### src/rtl/scan_index_gen_pkg.sv
// Shared types and constants for the scan index generator.
package scan_index_gen_pkg;

  localparam int IDX_W = 3;
  localparam logic [IDX_W-1:0] IDX_ZERO = 3'd0;

  localparam logic MODE_CONT   = 1'b0;
  localparam logic MODE_SINGLE = 1'b1;

  typedef enum logic [1:0] {
    IDLE    = 2'd0,
    PRESENT = 2'd1,
    DWELL   = 2'd2
  } scan_state_e;

endpackage

### src/rtl/scan_index_gen_next_idx.sv
// Combinational search for the first and the next unmasked scan index.
// An all-zero mask yields a plain in-order sequence 0..LAST_IDX.
module scan_next_idx
  import scan_index_gen_pkg::*;
#(
  parameter int LAST_IDX = 7
) (
  input  logic [IDX_W-1:0] cur_idx,
  input  logic [7:0]       mask,
  output logic [IDX_W-1:0] first_idx,
  output logic [IDX_W-1:0] next_idx,
  output logic             wrap,
  output logic             none_valid
);

  logic [IDX_W-1:0] cand_s;
  logic             found_s;
  logic             hit_s;

  // Walk downward so the lowest qualifying index is the one left standing
  always_comb begin
    first_idx  = IDX_ZERO;
    cand_s     = IDX_ZERO;
    found_s    = 1'b0;
    hit_s      = 1'b0;
    none_valid = 1'b1;
    for (int i = LAST_IDX; i >= 0; i--) begin
      hit_s      = !mask[i] && (i > int'(cur_idx));
      first_idx  = mask[i] ? first_idx : IDX_W'(i);
      cand_s     = hit_s ? IDX_W'(i) : cand_s;
      found_s    = found_s | hit_s;
      none_valid = none_valid & mask[i];
    end
    wrap     = !found_s;
    next_idx = found_s ? cand_s : first_idx;
  end

endmodule

### src/rtl/scan_index_gen.sv
// Index scanner driving a 3-to-8 decoder select through a valid/ready handshake.
// Optional SCAN_SKIP_MASK_EN adds skip_mask to suppress selected indices.
module scan_index_gen
  import scan_index_gen_pkg::*;
#(
  parameter int DWELL_W  = 16,
  parameter int LAST_IDX = 7
) (
  input  logic               clk,
  input  logic               rst_n,
  input  logic               start,
  input  logic               stop,
  input  logic               mode,
  input  logic [DWELL_W-1:0] dwell,
  output logic [IDX_W-1:0]   idx_o,
  output logic               idx_valid,
  input  logic               idx_ready,
`ifdef SCAN_SKIP_MASK_EN
  input  logic [7:0]         skip_mask,
`endif
  output logic               busy,
  output logic               sweep_done
);

  localparam logic [DWELL_W-1:0] CNT_ZERO = {DWELL_W{1'b0}};
  localparam logic [DWELL_W-1:0] CNT_ONE  = {{(DWELL_W-1){1'b0}}, 1'b1};

  scan_state_e        state_r, state_nxt_s;
  logic [IDX_W-1:0]   idx_r, idx_nxt_s;
  logic [DWELL_W-1:0] cnt_r, cnt_nxt_s;
  logic [DWELL_W-1:0] dwell_r, dwell_nxt_s;
  logic               mode_r, mode_nxt_s;
  logic               valid_r, busy_r, done_r, done_nxt_s;
  logic [7:0]         mask_s;
  logic [IDX_W-1:0]   first_idx_s, next_idx_s;
  logic               wrap_s, none_valid_s, handshake_s, launch_s;

`ifdef SCAN_SKIP_MASK_EN
  assign mask_s = skip_mask;
`else
  assign mask_s = 8'h00;
`endif

  scan_next_idx #(.LAST_IDX(LAST_IDX)) u_next (
    .cur_idx   (idx_r),
    .mask      (mask_s),
    .first_idx (first_idx_s),
    .next_idx  (next_idx_s),
    .wrap      (wrap_s),
    .none_valid(none_valid_s)
  );

  assign handshake_s = valid_r && idx_ready;
  assign launch_s    = start && !stop && !none_valid_s;

  // State register
  always_ff @(posedge clk or negedge rst_n) begin
    if (!rst_n) begin
      state_r <= IDLE;
    end else begin
      state_r <= state_nxt_s;
    end
  end

  // Next-state logic; stop overrides every other request
  always_comb begin
    state_nxt_s = state_r;
    case (state_r)
      IDLE: begin
        if (launch_s) state_nxt_s = PRESENT;
        else          state_nxt_s = IDLE;
      end
      PRESENT: begin
        if (stop)             state_nxt_s = IDLE;
        else if (handshake_s) state_nxt_s = DWELL;
        else                  state_nxt_s = PRESENT;
      end
      DWELL: begin
        if (stop)                                  state_nxt_s = IDLE;
        else if (cnt_r != CNT_ZERO)                state_nxt_s = DWELL;
        else if (wrap_s && mode_r == MODE_SINGLE)  state_nxt_s = IDLE;
        else                                       state_nxt_s = PRESENT;
      end
      default: state_nxt_s = IDLE;
    endcase
  end

  // Datapath next values: index, dwell counter, latched configuration, sweep pulse
  always_comb begin
    idx_nxt_s   = idx_r;
    cnt_nxt_s   = cnt_r;
    mode_nxt_s  = mode_r;
    dwell_nxt_s = dwell_r;
    done_nxt_s  = 1'b0;
    case (state_r)
      IDLE: begin
        if (launch_s) begin
          idx_nxt_s   = first_idx_s;
          mode_nxt_s  = mode;
          dwell_nxt_s = dwell;
        end else begin
          idx_nxt_s = IDX_ZERO;
        end
      end
      PRESENT: begin
        if (stop) begin
          idx_nxt_s = IDX_ZERO;
          cnt_nxt_s = CNT_ZERO;
        end else if (handshake_s) begin
          cnt_nxt_s = dwell_r;
        end else begin
          cnt_nxt_s = cnt_r;
        end
      end
      DWELL: begin
        if (stop) begin
          idx_nxt_s = IDX_ZERO;
          cnt_nxt_s = CNT_ZERO;
        end else if (cnt_r == CNT_ZERO) begin
          done_nxt_s = wrap_s;
          idx_nxt_s  = (wrap_s && mode_r == MODE_SINGLE) ? IDX_ZERO : next_idx_s;
        end else begin
          cnt_nxt_s = cnt_r - CNT_ONE;
        end
      end
      default: begin
        idx_nxt_s = IDX_ZERO;
        cnt_nxt_s = CNT_ZERO;
      end
    endcase
  end

  // Datapath and output registers
  always_ff @(posedge clk or negedge rst_n) begin
    if (!rst_n) begin
      idx_r   <= IDX_ZERO;
      cnt_r   <= CNT_ZERO;
      mode_r  <= MODE_CONT;
      dwell_r <= CNT_ZERO;
      valid_r <= 1'b0;
      busy_r  <= 1'b0;
      done_r  <= 1'b0;
    end else begin
      idx_r   <= idx_nxt_s;
      cnt_r   <= cnt_nxt_s;
      mode_r  <= mode_nxt_s;
      dwell_r <= dwell_nxt_s;
      valid_r <= (state_nxt_s == PRESENT);
      busy_r  <= (state_nxt_s != IDLE);
      done_r  <= done_nxt_s;
    end
  end

  assign idx_o      = idx_r;
  assign idx_valid  = valid_r;
  assign busy       = busy_r;
  assign sweep_done = done_r;

endmodule

### config.mk
export PLATFORM = sky130hd
export DESIGN_NAME = scan_index_gen
export DESIGN_NICKNAME = d
export VERILOG_FILES = /design/src/rtl/scan_index_gen_pkg.sv /design/src/rtl/scan_index_gen_next_idx.sv /design/src/rtl/scan_index_gen.sv
export SDC_FILE = /design/constraint.sdc
export NUM_CORES = 1
export LEC_CHECK = 0
export CAP_MARGIN = 20
export CORE_ASPECT_RATIO = 1.1
export CORE_MARGIN = 10
export CORE_UTILIZATION = 45
export DETAILED_ROUTE_END_ITERATION = 8
export PLACE_DENSITY = 0.67
export SLEW_MARGIN = 20
export SYNTH_ARGS = -nofsm -noshare
export SYNTH_HDL_FRONTEND = slang
export SYNTH_SLANG_ARGS = --single-unit
### constraint.sdc
create_clock -name clk -period 3.15 [get_ports clk]
set_input_delay 0.315 -clock clk [delete_from_list [all_inputs] [get_ports clk]]
set_output_delay 0.315 -clock clk [all_outputs]
set_load 0.02 [all_outputs]
==> flow_summary.json <==
{
  "status": "complete, no violations",
  "cp.required_ps": 3370,
  "yosys_warnings": 0,
  "cts-htree-levels": 2,
  "die_y_um": 93.2,
  "cts_buffers": 5,
  "fin_setup_tns_ps": 0,
  "totalWireLength_mm": 4.93,
  "grt_max_degree": 42,
  "synth_area_leaders": "dfrtp_1 (47%), mux2_2 (8.7%), ha_1 (4.6%), a22oi_1 (3.4%), nand2_1 (3.4%)",
  "hold_violations": 0,
  "clock-sinks": 41,
  "cp_num_buf_inv": 2,
  "fmax_mhz": 470,
  "cts_tree": "built",
  "drc": 0,
  "ios": 28,
  "grt_util_all_layers_pct": 13.2,
  "synth_cells": 214,
  "crit_fanout": 18,
  "antennaDiodeCount": 0,
  "fin_crit_ps": 2130,
  "mappedNetlistArea_sq_um": 2190,
  "initial_utilization_pct": 46.8,
  "synthFlopType": "dfrtp_1",
  "max_slew_margin_pct": 40.3,
  "critPathTopFamily": "compound AO/OA/AOI/OAI gates",
  "rsz0062_at_grt": "false",
  "critPathCaptureType": "flip-flop",
  "via_per_inst": 5.79,
  "cp_slowest_stage_delay_ps": 380,
  "dp_slack_ps": 901,
  "detail-route-antenna-nets": 0,
  "synth_edf_count": 0,
  "core_area_sq_um": 4680,
  "synth_cell_types": 48,
  "vias": 1760,
  "synth_most_common_cell": "dfrtp_1",
  "setup_slack_ps": 1020,
  "fp.dieW_um": 86.6,
  "tightest_slew_ps": 896,
  "swShare_pct": 28.2,
  "hold_path_class": "in2async",
  "async_flop_share_pct": 100,
  "dr.pass1.iters": 4,
  "pwr-share-comb_pct": 22.0,
  "antenna_found_initial": 0,
  "gp_congestion": 0.835,
  "dieArea_sq_um": 8070,
  "worst_ep_arrival_time_ps": 2350,
  "grt_pass1_vias": 1835,
  "crit_type": "reg2reg",
  "seqPwrFrac_pct": 48.8,
  "power_w": 0.00129,
  "worstSkewPairLatency_ps": 300,
  "cellInternalPower_w": 0.000923,
  "fin_skew_ps": 5.10,
  "crit_slowest_cell": "dfrtp_1",
  "synth_top_area_share_pct": 46.8,
  "setup_violations": 0,
  "synth_fp_nets": 244,
  "cts_setup_buffers": 0,
  "ys_ff_latch": 41,
  "synth_common_cells": "dfrtp_1 (41), nand2_1 (20), mux2_2 (17), nor2_1 (17), o21ai_0 (14)",
  "drtIter0Drc": 116,
  "synth_top_area_cell": "dfrtp_1",
  "syn2layout_area_growth_pct": 20.1,
  "cts_buffer_depth": 2,
  "layout.nets": 277,
  "hpwl_mm": 3.59,
  "ys_seq_area_share_pct": 46.8,
  "drv_slew": 0,
  "root_buffer": "clkbuf_8",
  "cp_cell_sequence": "inv_1 > ha_1 > nor2b_1 > buf_4 > a21o_1 > a31oi_2 > nand2_2 > o22ai_1",
  "ctsResizeCount": 0,
  "power_density_nw_per_um2": 487,
  "power_leakage_nw": 1.10,
  "ir_drop_mv": 0.282,
  "drive_above_1_share_pct": 16.1,
  "wire_per_inst_um": 16.2,
  "cp-start-kind": "flip-flop",
  "syn_area_per_cell_sq_um": 10.3,
  "overflow": 0,
  "fin_crit_sh_pct": 67.6,
  "num_rows": 26,
  "clk_pin_slew_ps": 80,
  "grt_pass1_wl_mm": 8.68,
  "p_switching_w": 0.000362,
  "max-cap-violations": 0,
  "portBuffers": 27,
  "ctsHoldBuffers": 0,
  "clockPowerShare_pct": 29.2
}
[metrics by stage]
stage               hold slack [ps]  instances  instance area [sq um]  util [%]
floorplan                      19.4        214                   2190         -
global placement                474        296                   2530      54.1
detailed placement              478        296                   2530      54.1
CTS                             175        304                   2640      56.3
global route                    217        304                   2640      56.3
finish                          142        304                   2640      56.3
[registers in the layout, indices dropped and copies added (netlist names)]
name	flops
cnt_r	16
state_r	2
idx_o	3
mode_r	1
idx_valid	1
busy	1
sweep_done	1
dwell_r	16
[cell type report]
| class | count | area (sq um) |
|---|---|---|
| Tap cell | 56 | 70.1 |
| Multi-Input combinational cell | 160 | 1110 |
| Clock buffer | 7 | 96.3 |
| Inverter | 8 | 30.0 |
| Fill cell | 408 | 2050 |
| Clock inverter | 1 | 5.00 |
| Timing Repair Buffer | 31 | 295 |
| Sequential cell | 41 | 1030 |
[metal layers]
layer	global-route usage (%)	vias to the layer above	share of wire, %
li1	-	853	-
met1	16.1	869	46
met2	21.8	31	49
met3	3.47	7	4.0
met4	4.86	0	1.6
met5	0	-	0
[cells by family (layout without fill, tap and decap cells)]
logic type      Yosys count  after routing  synth area share (%)
simple gates             71             71                  17.5
compound gates           59             59                  17.9
flops                    41             41                  46.8
mux                      17             17                  8.72
buf+inv                  13             47                  2.51
fa+ha+maj                 9              9                  5.02
xor+xnor                  4              4                  1.60
[power by group through the flow]
stage | Combinational [W] | Clock (W) | Sequential, W
after floorplan | 0.000196 | 0 | 0.000628
after global placement | 0.000280 | 0 | 0.000636
after detailed placement | 0.000285 | 0 | 0.000638
after CTS | 0.000285 | 0.000386 | 0.000627
after global routing | 0.000315 | 0.000409 | 0.000635
final | 0.000283 | 0.000375 | 0.000627
[path summary, 6_finish.rpt]
check / start / endpoint / slack, ps / cells past startpoint
max: state_r[1] / cnt_r[7] / 1020 / 8
min: rst_n / mode_r / 140 / 1
max reg2reg: state_r[1] / cnt_r[7] / 1020 / 8
min reg2reg: cnt_r[15] / cnt_r[15] / 500 / 1
max in group asynchronous: rst_n / idx_o[2] / 2450 / 1
min in group clk: cnt_r[15] / cnt_r[15] / 500 / 1
[layout by cell type (no fill, tap or decap), types with 2 or more instances in the layout]
master / netlist / layout
clkbuf_8: 0 / 7
nand2_1: 20 / 20
dfrtp_1: 41 / 41
nor2_1: 17 / 17
o2bb2ai_1: 2 / 2
buf_4: 1 / 4
ha_1: 8 / 8
a22oi_1: 10 / 10
nand3_1: 7 / 7
o22ai_1: 2 / 2
xnor2_1: 3 / 3
a21oi_1: 7 / 7
nor3_1: 5 / 5
o21ai_0: 14 / 14
mux2_2: 17 / 17
nand2b_1: 3 / 3
o21ai_1: 8 / 8
clkdlybuf4s50_1: 0 / 26
a31oi_1: 3 / 3
nor4_1: 3 / 3
inv_1: 8 / 8
nor2b_1: 2 / 2
o211ai_1: 3 / 3
nor4_2: 2 / 2
(Power assumes the default switching activity.)
